`src/rtl/inst_fetch_pkg.sv`:
```
// Shared definitions for the instruction fetch unit: instruction width,
// PC step and fetch FSM state encodings.
package inst_fetch_pkg;

  localparam int unsigned INSTRUCTION_WIDTH = 32;
  localparam int unsigned PC_INC            = 4;

  typedef enum logic [1:0] {
    IDLE = 2'd0,
    REQ  = 2'd1,
    WAIT = 2'd2
  } fetch_state_t;

endpackage

```
`src/rtl/inst_fetch_buf.sv`:
```
// fetch_buf: small synchronous FIFO with push/pop/flush, occupancy count
// and a zero-gated head word. DEPTH must be a power of two (>= 2).
module fetch_buf #(
  parameter int unsigned DEPTH = 2,
  parameter int unsigned WIDTH = 64
) (
  input  logic                     clk,
  input  logic                     rst_n,
  input  logic                     push,
  input  logic [WIDTH-1:0]         push_data,
  input  logic                     pop,
  input  logic                     flush,
  output logic [$clog2(DEPTH):0]   count,
  output logic                     head_valid,
  output logic [WIDTH-1:0]         head_data
);

  localparam int unsigned PW = $clog2(DEPTH);
  localparam int unsigned CW = PW + 1;
  localparam logic [CW-1:0] FULL = CW'(DEPTH);

  logic [WIDTH-1:0] mem [DEPTH];
  logic [PW-1:0]    wr_ptr;
  logic [PW-1:0]    rd_ptr;
  logic             do_push;
  logic             do_pop;

  // Qualify push/pop against occupancy; a full buffer may still accept a
  // push when the head leaves in the same cycle.
  always_comb begin
    do_pop     = pop && (count != '0);
    do_push    = push && ((count != FULL) || do_pop);
    head_valid = (count != '0);
    head_data  = head_valid ? mem[rd_ptr] : '0;
  end

  // Pointer and occupancy bookkeeping; flush empties the buffer outright.
  always_ff @(posedge clk or negedge rst_n) begin
    if (!rst_n) begin
      wr_ptr <= '0;
      rd_ptr <= '0;
      count  <= '0;
    end else if (flush) begin
      wr_ptr <= '0;
      rd_ptr <= '0;
      count  <= '0;
    end else begin
      if (do_push) wr_ptr <= wr_ptr + 1'b1;
      if (do_pop)  rd_ptr <= rd_ptr + 1'b1;
      count <= count + CW'(do_push) - CW'(do_pop);
    end
  end

  // Storage array; contents are only observed through the count-gated head.
  always_ff @(posedge clk) begin
    if (do_push && !flush) mem[wr_ptr] <= push_data;
  end

endmodule

```
`src/rtl/inst_fetch.sv`:
```
// inst_fetch: owns the PC, issues single-outstanding word reads over a
// req/gnt + rvalid interface, buffers returned words in fetch_buf and
// presents them to decode with valid/ready. Redirects flush the buffer and
// drop at most one stale response.
// Optional feature macro: FETCH_ILLEGAL_CHK_EN (adds inst_illegal output).
module inst_fetch
  import inst_fetch_pkg::*;
#(
  parameter int unsigned          PC_WIDTH  = 32,
  parameter logic [PC_WIDTH-1:0]  RESET_PC  = '0,
  parameter int unsigned          BUF_DEPTH = 2
) (
  input  logic                          clk,
  input  logic                          rst_n,
  output logic                          imem_req,
  output logic [PC_WIDTH-1:0]           imem_addr,
  input  logic                          imem_gnt,
  input  logic                          imem_rvalid,
  input  logic [INSTRUCTION_WIDTH-1:0]  imem_rdata,
  output logic                          inst_valid,
  output logic [INSTRUCTION_WIDTH-1:0]  inst,
  output logic [PC_WIDTH-1:0]           inst_pc,
`ifdef FETCH_ILLEGAL_CHK_EN
  output logic                          inst_illegal,
`endif
  input  logic                          inst_ready,
  input  logic                          redirect_valid,
  input  logic [PC_WIDTH-1:0]           redirect_pc
);

  localparam int unsigned CW = $clog2(BUF_DEPTH) + 1;
  localparam logic [CW-1:0] FULL = CW'(BUF_DEPTH);
`ifdef FETCH_ILLEGAL_CHK_EN
  localparam int unsigned EW = INSTRUCTION_WIDTH + PC_WIDTH + 1;
`else
  localparam int unsigned EW = INSTRUCTION_WIDTH + PC_WIDTH;
`endif

  fetch_state_t          state;
  logic [PC_WIDTH-1:0]   fetch_pc;
  logic                  drop;
  logic [CW-1:0]         buf_count;
  logic [CW-1:0]         count_after;
  logic                  has_space;
  logic                  push;
  logic                  pop;
  logic [EW-1:0]         push_data;
  logic [EW-1:0]         head_data;
  logic [PC_WIDTH-1:0]   redirect_al;

  // Buffer handshakes and the space check used when choosing the next
  // request. A slot is reserved at grant, so WAIT never sees a full buffer.
  always_comb begin
    redirect_al = redirect_pc & ~(PC_WIDTH'(2'b11));
    push        = (state == WAIT) && imem_rvalid && !drop && !redirect_valid;
    pop         = inst_valid && inst_ready && !redirect_valid;
    count_after = buf_count + CW'(push) - CW'(pop);
    has_space   = redirect_valid || (count_after < FULL);
`ifdef FETCH_ILLEGAL_CHK_EN
    push_data   = {(imem_rdata[1:0] != 2'b11), imem_rdata, imem_addr};
`else
    push_data   = {imem_rdata, imem_addr};
`endif
  end

  // Fetch FSM with registered request outputs; redirect takes priority.
  // A redirect in REQ keeps the request on the bus until granted and marks
  // its response stale via drop, so address stability is preserved.
  always_ff @(posedge clk or negedge rst_n) begin
    if (!rst_n) begin
      state     <= IDLE;
      fetch_pc  <= RESET_PC;
      imem_req  <= 1'b0;
      imem_addr <= RESET_PC;
      drop      <= 1'b0;
    end else if (redirect_valid) begin
      fetch_pc <= redirect_al;
      case (state)
        IDLE: begin
          state     <= REQ;
          imem_req  <= 1'b1;
          imem_addr <= redirect_al;
        end
        REQ: begin
          drop <= 1'b1;
          if (imem_gnt) begin
            state    <= WAIT;
            imem_req <= 1'b0;
          end
        end
        WAIT: begin
          if (imem_rvalid) begin
            drop      <= 1'b0;
            state     <= REQ;
            imem_req  <= 1'b1;
            imem_addr <= redirect_al;
          end else begin
            drop <= 1'b1;
          end
        end
        default: begin
          state    <= IDLE;
          imem_req <= 1'b0;
        end
      endcase
    end else begin
      case (state)
        IDLE: begin
          if (has_space) begin
            state     <= REQ;
            imem_req  <= 1'b1;
            imem_addr <= fetch_pc;
          end
        end
        REQ: begin
          if (imem_gnt) begin
            state    <= WAIT;
            imem_req <= 1'b0;
            if (!drop) fetch_pc <= fetch_pc + PC_WIDTH'(PC_INC);
          end
        end
        WAIT: begin
          if (imem_rvalid) begin
            drop <= 1'b0;
            if (has_space) begin
              state     <= REQ;
              imem_req  <= 1'b1;
              imem_addr <= fetch_pc;
            end else begin
              state <= IDLE;
            end
          end
        end
        default: begin
          state    <= IDLE;
          imem_req <= 1'b0;
        end
      endcase
    end
  end

  fetch_buf #(
    .DEPTH (BUF_DEPTH),
    .WIDTH (EW)
  ) u_buf (
    .clk        (clk),
    .rst_n      (rst_n),
    .push       (push),
    .push_data  (push_data),
    .pop        (pop),
    .flush      (redirect_valid),
    .count      (buf_count),
    .head_valid (inst_valid),
    .head_data  (head_data)
  );

  // Unpack the buffer head toward decode.
  always_comb begin
`ifdef FETCH_ILLEGAL_CHK_EN
    {inst_illegal, inst, inst_pc} = head_data;
`else
    {inst, inst_pc} = head_data;
`endif
  end

endmodule

```
`config.mk`:
```
export PLATFORM = sky130hd
export DESIGN_NAME = inst_fetch
export DESIGN_NICKNAME = d
export VERILOG_FILES = /design/src/rtl/inst_fetch_pkg.sv /design/src/rtl/inst_fetch_buf.sv /design/src/rtl/inst_fetch.sv
export SDC_FILE = /design/constraint.sdc
export NUM_CORES = 1
export LEC_CHECK = 0
export ABC_AREA = 1
export CORE_MARGIN = 4
export CORE_UTILIZATION = 52
export DETAILED_ROUTE_END_ITERATION = 10
export PLACE_DENSITY_LB_ADDON = 0.1
export REMOVE_ABC_BUFFERS = 1
export SLEW_MARGIN = 25
export SYNTH_ARGS = -nofsm -noshare
export SYNTH_HDL_FRONTEND = slang
export SYNTH_HIERARCHICAL = 1
export SYNTH_SLANG_ARGS = --single-unit
```
`constraint.sdc`:
```
create_clock -name clk -period 6 [get_ports clk]
set_input_delay 1.2 -clock clk [delete_from_list [all_inputs] [get_ports clk]]
set_output_delay 1.2 -clock clk [all_outputs]
set_load 0.01 [all_outputs]
```
* Word level (Yosys, flattened, before mapping)
Memories as Yosys holds them, arrays and structs flattened.
Cells that the tools add are included.
** Cells by class
- $add $sub $neg :: 7
- Magnitude comparators :: 1
- Equal/unequal tests :: 6
- Mux-type cells :: 38
- Reductions and logical operators :: 26
** Operators by type and width (count)
- 2-to-1 mux 32 bit :: 8
- one-hot mux 32 bit (2 select lines) :: 2
- 2-to-1 mux 64 bit :: 1
- adder 32 x 3 -> 32 bit (second input constant) :: 1
- nonzero test 2 bit :: 9
- 2-to-1 mux 1 bit :: 16
- 2-to-1 mux 2 bit :: 6
- one-hot mux 2 bit (3 select lines) :: 2
- logical AND 1 bit :: 8
- inequality test 2 bit (second input constant) :: 3
- one-hot mux 1 bit (3 select lines) :: 2
- AND reduction 3 bit :: 2
- adder 2 x 1 -> 2 bit :: 2
- AND reduction 2 bit :: 2
- subtractor 2 x 1 -> 2 bit :: 2
- inequality test 3 bit (second input constant) :: 1
- adder 1 bit (second input constant) :: 2
- == test 2 x 1 -> 1 bit (second input constant) :: 1
- == test 2 bit (second input constant) :: 1
- zero test 1 bit :: 2
- zero test 2 bit :: 1
- logical OR 1 bit :: 2
- < comparator 2 bit (second input constant) :: 1
- one-hot mux 1 bit (2 select lines) :: 1
** Word-level totals
- Register bits :: 72
- Bits in writable memories :: 128
- Input bits :: 70
- Logic and storage cells :: 87
- Memories :: 1
** Memories
- u_buf.mem :: words 2, bits a word 64, read ports 1, clocked after memory_dff 0, write ports 1, RTL line inst_fetch_buf.sv:22 : logic [WIDTH-1:0] mem [DEPTH];

* Depth between registers and ports, before layout
- Word-level depth :: 12
- Mapped depth :: 15
- Depth with buffers taken out :: 14

* Modules after synthesis
Netlist, hierarchy kept.
** Modules (own cells, without submodules)
- fetch_buf :: times used 1, cells each 379, area an instance 5051.1 um^2, sequential area each 3943.8 um^2
- inst_fetch :: times used 1, cells each 538, area an instance 3773.6 um^2, sequential area each 1626.6 um^2

* Least setup slack after synthesis
No wires, ideal clock.
- Path type :: in2reg
- From :: input port redirect_valid
- To :: memory u_buf.mem[1][0] (enable)
- Library setup time :: 486 ps
- Arrival :: 4626 ps
- Data required time :: 5514 ps
- Path slack :: 888 ps
- Stages :: 7
- Cells stage by stage :: buf_2 buf_2 nor2_1 inv_1 nand3_1 nand2_1 nor2_1
** Between the ends
- Longest elaborated chain between the ends :: 8
- Elaborated cells on any way between the ends :: 9
- Classes of those cells :: mux (2); reduce/logical (7)
** Ends and longest elaborated chain
- start: declaration :: RTL line inst_fetch.sv:27 : input logic redirect_valid,
- zero test 1 bit :: RTL line inst_fetch.sv:56 : pop = inst_valid && inst_ready && !redirect_valid;
- logical AND 1 bit :: RTL line inst_fetch.sv:56
- via pop :: RTL line inst_fetch.sv:46 : logic pop;
- logical AND 1 bit :: RTL line inst_fetch_buf.sv:31 : do_pop = pop && (count != '0);
- logical OR 1 bit :: RTL line inst_fetch_buf.sv:32 : do_push = push && ((count != FULL) || do_pop);
- logical AND 1 bit :: RTL line inst_fetch_buf.sv:32
- logical AND 1 bit :: RTL line inst_fetch_buf.sv:56 : if (do_push && !flush) mem[wr_ptr] <= push_data;
- 2-to-1 mux 1 bit :: RTL line inst_fetch_buf.sv:56
- 2-to-1 mux 1 bit (implied by the code) :: RTL line inst_fetch_buf.sv:56
- end: declaration :: RTL line inst_fetch_buf.sv:22
The timed path passes the listed nets, and every way through them passes these cells.

* Worst setup path after layout
- From :: register u_buf.rd_ptr
- To :: output port inst_pc[18]
** Between the ends
- Longest elaborated chain between the ends :: 2
** Ends and longest elaborated chain
- start: declaration :: RTL line inst_fetch_buf.sv:24 : logic [PW-1:0] rd_ptr;
- start signal: assignment :: RTL line inst_fetch_buf.sv:49 : if (do_pop) rd_ptr <= rd_ptr + 1'b1;
- memory read (2 x 64 bit)
- 2-to-1 mux 64 bit :: RTL line inst_fetch_buf.sv:34 : head_data = head_valid ? mem[rd_ptr] : '0;
- end: declaration :: RTL line inst_fetch.sv:22 : output logic [PC_WIDTH-1:0] inst_pc,
No other way between the ends.

==> results.rst <==
.. list-table::
   :header-rows: 1

   * - Metric
     - Value
   * - Area enclosed by the die boundary
     - 19120 um^2
   * - Final count of pins violating max slew
     - 0
   * - # diodes
     - 0
   * - Final setup violation count
     - 0
   * - Setup repair after global routing missed its margin
     - false
   * - Warnings from Yosys
     - 6
   * - Register bit total from synthesis
     - 197
   * - Worst Hold Path Cells
     - 2
   * - Antenna violations before repair
     - 0
   * - Clk buf depth
     - 2
   * - Number of vias per cell after detailed routing
     - between 5 and 6
   * - CP peak stage delay
     - roughly 0.58 ns
   * - Setup Total Neg Slack
     - 0 ns
   * - Layout cell share with drive strength beyond 1
     - 6.273%
   * - Max-Slew Margin vs Limit
     - 39.06%
   * - Sequential share of power
     - roughly half
   * - Overall via count from detail_route
     - 6706
   * - Layout filler cell count
     - 1333
   * - Clk_lat worst skew
     - 0.43 ns
   * - Drt wl/cell
     - 15.70 um
   * - Worst setup skew after layout
     - 0.009606 ns
   * - Final critical path time including I/O delays and setup
     - 3.801 ns
   * - Core region area
     - 16580 um^2
   * - CTS Buf Count
     - 17
   * - Cts-stage hold buffer count
     - 0
   * - Clk pwr share
     - 30.2%
   * - Total Routed Length
     - 20.47 mm
   * - Clock tree from TritonCTS
     - done
   * - Post-CTS setup buffer count
     - 0
   * - Share of total power in combinational logic
     - 21.1%
   * - Num ports
     - 168
   * - Most frequent cells in the layout
     - sky130_fd_sc_hd__nand2_1 (348), sky130_fd_sc_hd__clkdlybuf4s50_1 (164), sky130_fd_sc_hd__edfxtp_1 (128)
   * - Outcome
     - complete, no violations
   * - Worst hold-check path type
     - reg -> reg
   * - Final design utilization
     - 67.51%
   * - Number of placement rows
     - 47
   * - Cell area after synthesis
     - 8825 um^2
   * - Global-route wire length before repair
     - 32.86 mm
   * - Starting utilization of the core area
     - a little over half
   * - Sink Count
     - 197
   * - Launch point of the worst hold path
     - imem_req$_DFFE_PN0P_
   * - Power dissipated by switching net loads
     - 1.118 mW
   * - Data required time at the worst endpoint
     - 4.80 ns
   * - Resized Gates After CTS
     - 0
   * - Sum of net half-perimeters after detailed placement
     - 13.80 mm
   * - Maximum vdd ir drop
     - 0.2199 mV
   * - Power density cells
     - 334.5 nW/um^2
   * - Remaining number of nets flagged by the antenna check after routing
     - 0
   * - Pre-Repair DR Iteration Count
     - 5
   * - Worst Setup End Kind
     - primary output
   * - Sequential share of the synthesized area
     - 63.12%
   * - H-tree depth
     - 4
   * - Internal power summed over all cells
     - 2.627 mW
   * - Startpoint class of the critical path
     - register
   * - Timing-limited maximum frequency
     - about 0.26 GHz
   * - Most frequent standard cell in the layout excluding fill and tap cells
     - sky130_fd_sc_hd__nand2_1
   * - Clock Tree Root
     - sky130_fd_sc_hd__clkbuf_16
   * - Clock transition at path regs
     - around 0.07 ns
   * - Highest net fanout along the worst path
     - 38
   * - Synth Instances
     - 917
   * - Largest net degree at the start of global routing
     - 70
   * - Reported max-cap violation count
     - 0
   * - Layout area overhead
     - 26.87%
   * - Horizontal die dimension
     - approximately 140 um
   * - Syn Area/Cell
     - around 9.6 um^2
   * - Critical Path, Cell by Cell
     - inv_2, buf_4, nand2_1, a21oi_1, clkdlybuf4s50_1
   * - Capture point of the worst reg-to-reg path
     - imem_addr[13]$_DFFE_PN0P_
   * - Crit path kind
     - reg -> out
   * - Reported leakage power
     - 4.432 nW
   * - Residual overflow from global routing
     - 0
   * - Slew of the pin with the lowest slew margin
     - 0.9140 ns
   * - Detailed-route DRC error count
     - 0
   * - Drt initial violations
     - 342
   * - Via count of the first global-routing pass
     - 6286
   * - Synth cell types
     - 28
   * - Internal reg-to-reg setup slack
     - 3.22 ns
   * - Gp weighted congestion
     - roughly 0.88
   * - Worst-case reg-to-reg path depth
     - 14
   * - Critical-path top delay cell
     - sky130_fd_sc_hd__clkdlybuf4s50_1
   * - Number of hold violations in the final report
     - 0
   * - Data arrival time of the critical path
     - ~2.6 ns
   * - Switching share of total power
     - 29.86%
   * - Endpoint with the worst hold slack
     - imem_req$_DFFE_PN0P_
   * - Die height
     - 138.3 um
   * - Hold slack
     - between 0.5 and 0.6 ns
   * - Startpoint of the lowest-slack register-to-register path
     - state[0]$_DFFE_PN0P_
   * - Global-route usage over all layers
     - between 20% and 30%
   * - Buffers on Ports
     - 165
   * - Period utilization
     - 63.35%
   * - Nets
     - approximately 1200
## sequential cells by signal, summed over array words and instances, names as in the netlist
name	cells
u_buf/mem	128
drop	1
fetch_pc	30
u_buf/count	2
u_buf/rd_ptr	1
u_buf/wr_ptr	1
imem_req	1
imem_addr	31
state	2
## layout make-up
type | instances | area, um^2 | area share [%]
clock buffers | 17 | 425.4 | 3.800
clock inverters | 14 | 165.2 | 1.475
inverters | 58 | 217.7 | 1.945
multi-input cells | 621 | 2791 | 24.93
flip-flops and latches | 197 | 5572 | 49.77
well taps | 220 | 275.3 | 2.459
repair buffers | 177 | 1749 | 15.62
## logic make-up (layout without fill, tap and decap cells)
group | count (synthesis) | in the layout | share of synthesized area [%]
xor gates and xnor gates | 2 | 2 | 0.1985
adders and majority gates | 8 | 8 | 1.134
and+or+nand+nor | 459 | 459 | 21.17
muxes | 1 | 1 | 0.1134
DFF | 197 | 197 | 63.12
AOI/OAI and AO/OA | 151 | 151 | 8.847
buffers and inverters | 99 | 266 | 5.416
## power groups by stage
stage               registers (mW)  clock network (mW)  logic (mW)
detailed placement            1.85                   0       0.791
finish                        1.82                1.13       0.788
floorplan                     1.84                   0       0.356
global route                  1.85                1.22       0.880
global placement              1.84                   0       0.774
CTS                           1.82                1.15       0.798
## synthesized netlist by cell type, drive strengths merged
library cell / number / share of area [%]
a21oi: 75 / 4.3
a31oi: 2 / 0.14
buf: 34 / 2.7
clkbuf: 7 / 0.30
dfrtp: 69 / 20
edfxtp: 128 / 44
ha: 8 / 1.1
inv: 58 / 2.5
mux2i: 1 / 0.11
nand2: 353 / 15
nand3: 31 / 1.8
nand3b: 5 / 0.43
nand4: 8 / 0.57
nor2: 56 / 2.9
nor3: 6 / 0.34
o211ai: 8 / 0.68
o21ai: 65 / 3.7
o31ai: 1 / 0.085
xnor2: 1 / 0.099
xor2: 1 / 0.099
## metrics by stage
step                area [um^2]  total power, mW  setup slack, ns  std cells
CTS                       11200            3.774            2.161       1304
global placement          10610            2.618            2.257       1273
global route              11200            3.946            2.066       1304
detailed placement        10610            2.642            2.177       1273
finish                    11200            3.745            2.199       1304
floorplan                  8564            2.198            1.185        876
## critical path: cells and delay by family, from the launching register on
family	cells	cell delay (ns)
buffers and inverters	3	1.43
DFF	1	0.41
AOI/OAI and AO/OA	1	0.24
and+or+nand+nor	1	0.09
## per-layer routing
| metal | vias to the layer above | wire length [um] | GRT usage (%) |
|---|---|---|---|
| met5 | - | 0 | 0 |
| met4 | 0 | 385 | 6.656 |
| met3 | 26 | 1163 | 3.177 |
| met2 | 211 | 9591 | 34.66 |
| met1 | 3102 | 9329 | 29.97 |
| li1 | 3367 | - | - |
## worst max-delay path by stage
stage	start	endpoint	slack, ns
after global routing	u_buf/rd_ptr$_DFFE_PN0P_	inst_pc[18]	2.07
after CTS	u_buf/rd_ptr$_DFFE_PN0P_	inst_pc[18]	2.16
after floorplan	inst_ready	u_buf/mem[1][0]$_DFFE_PP_	1.18
final	u_buf/rd_ptr$_DFFE_PN0P_	inst_pc[18]	2.20
after detailed placement	redirect_valid	imem_addr[10]$_DFFE_PN0P_	2.18
after global placement	redirect_valid	u_buf/mem[1][28]$_DFFE_PP_	2.26
Power figures use the tool's default switching activity.
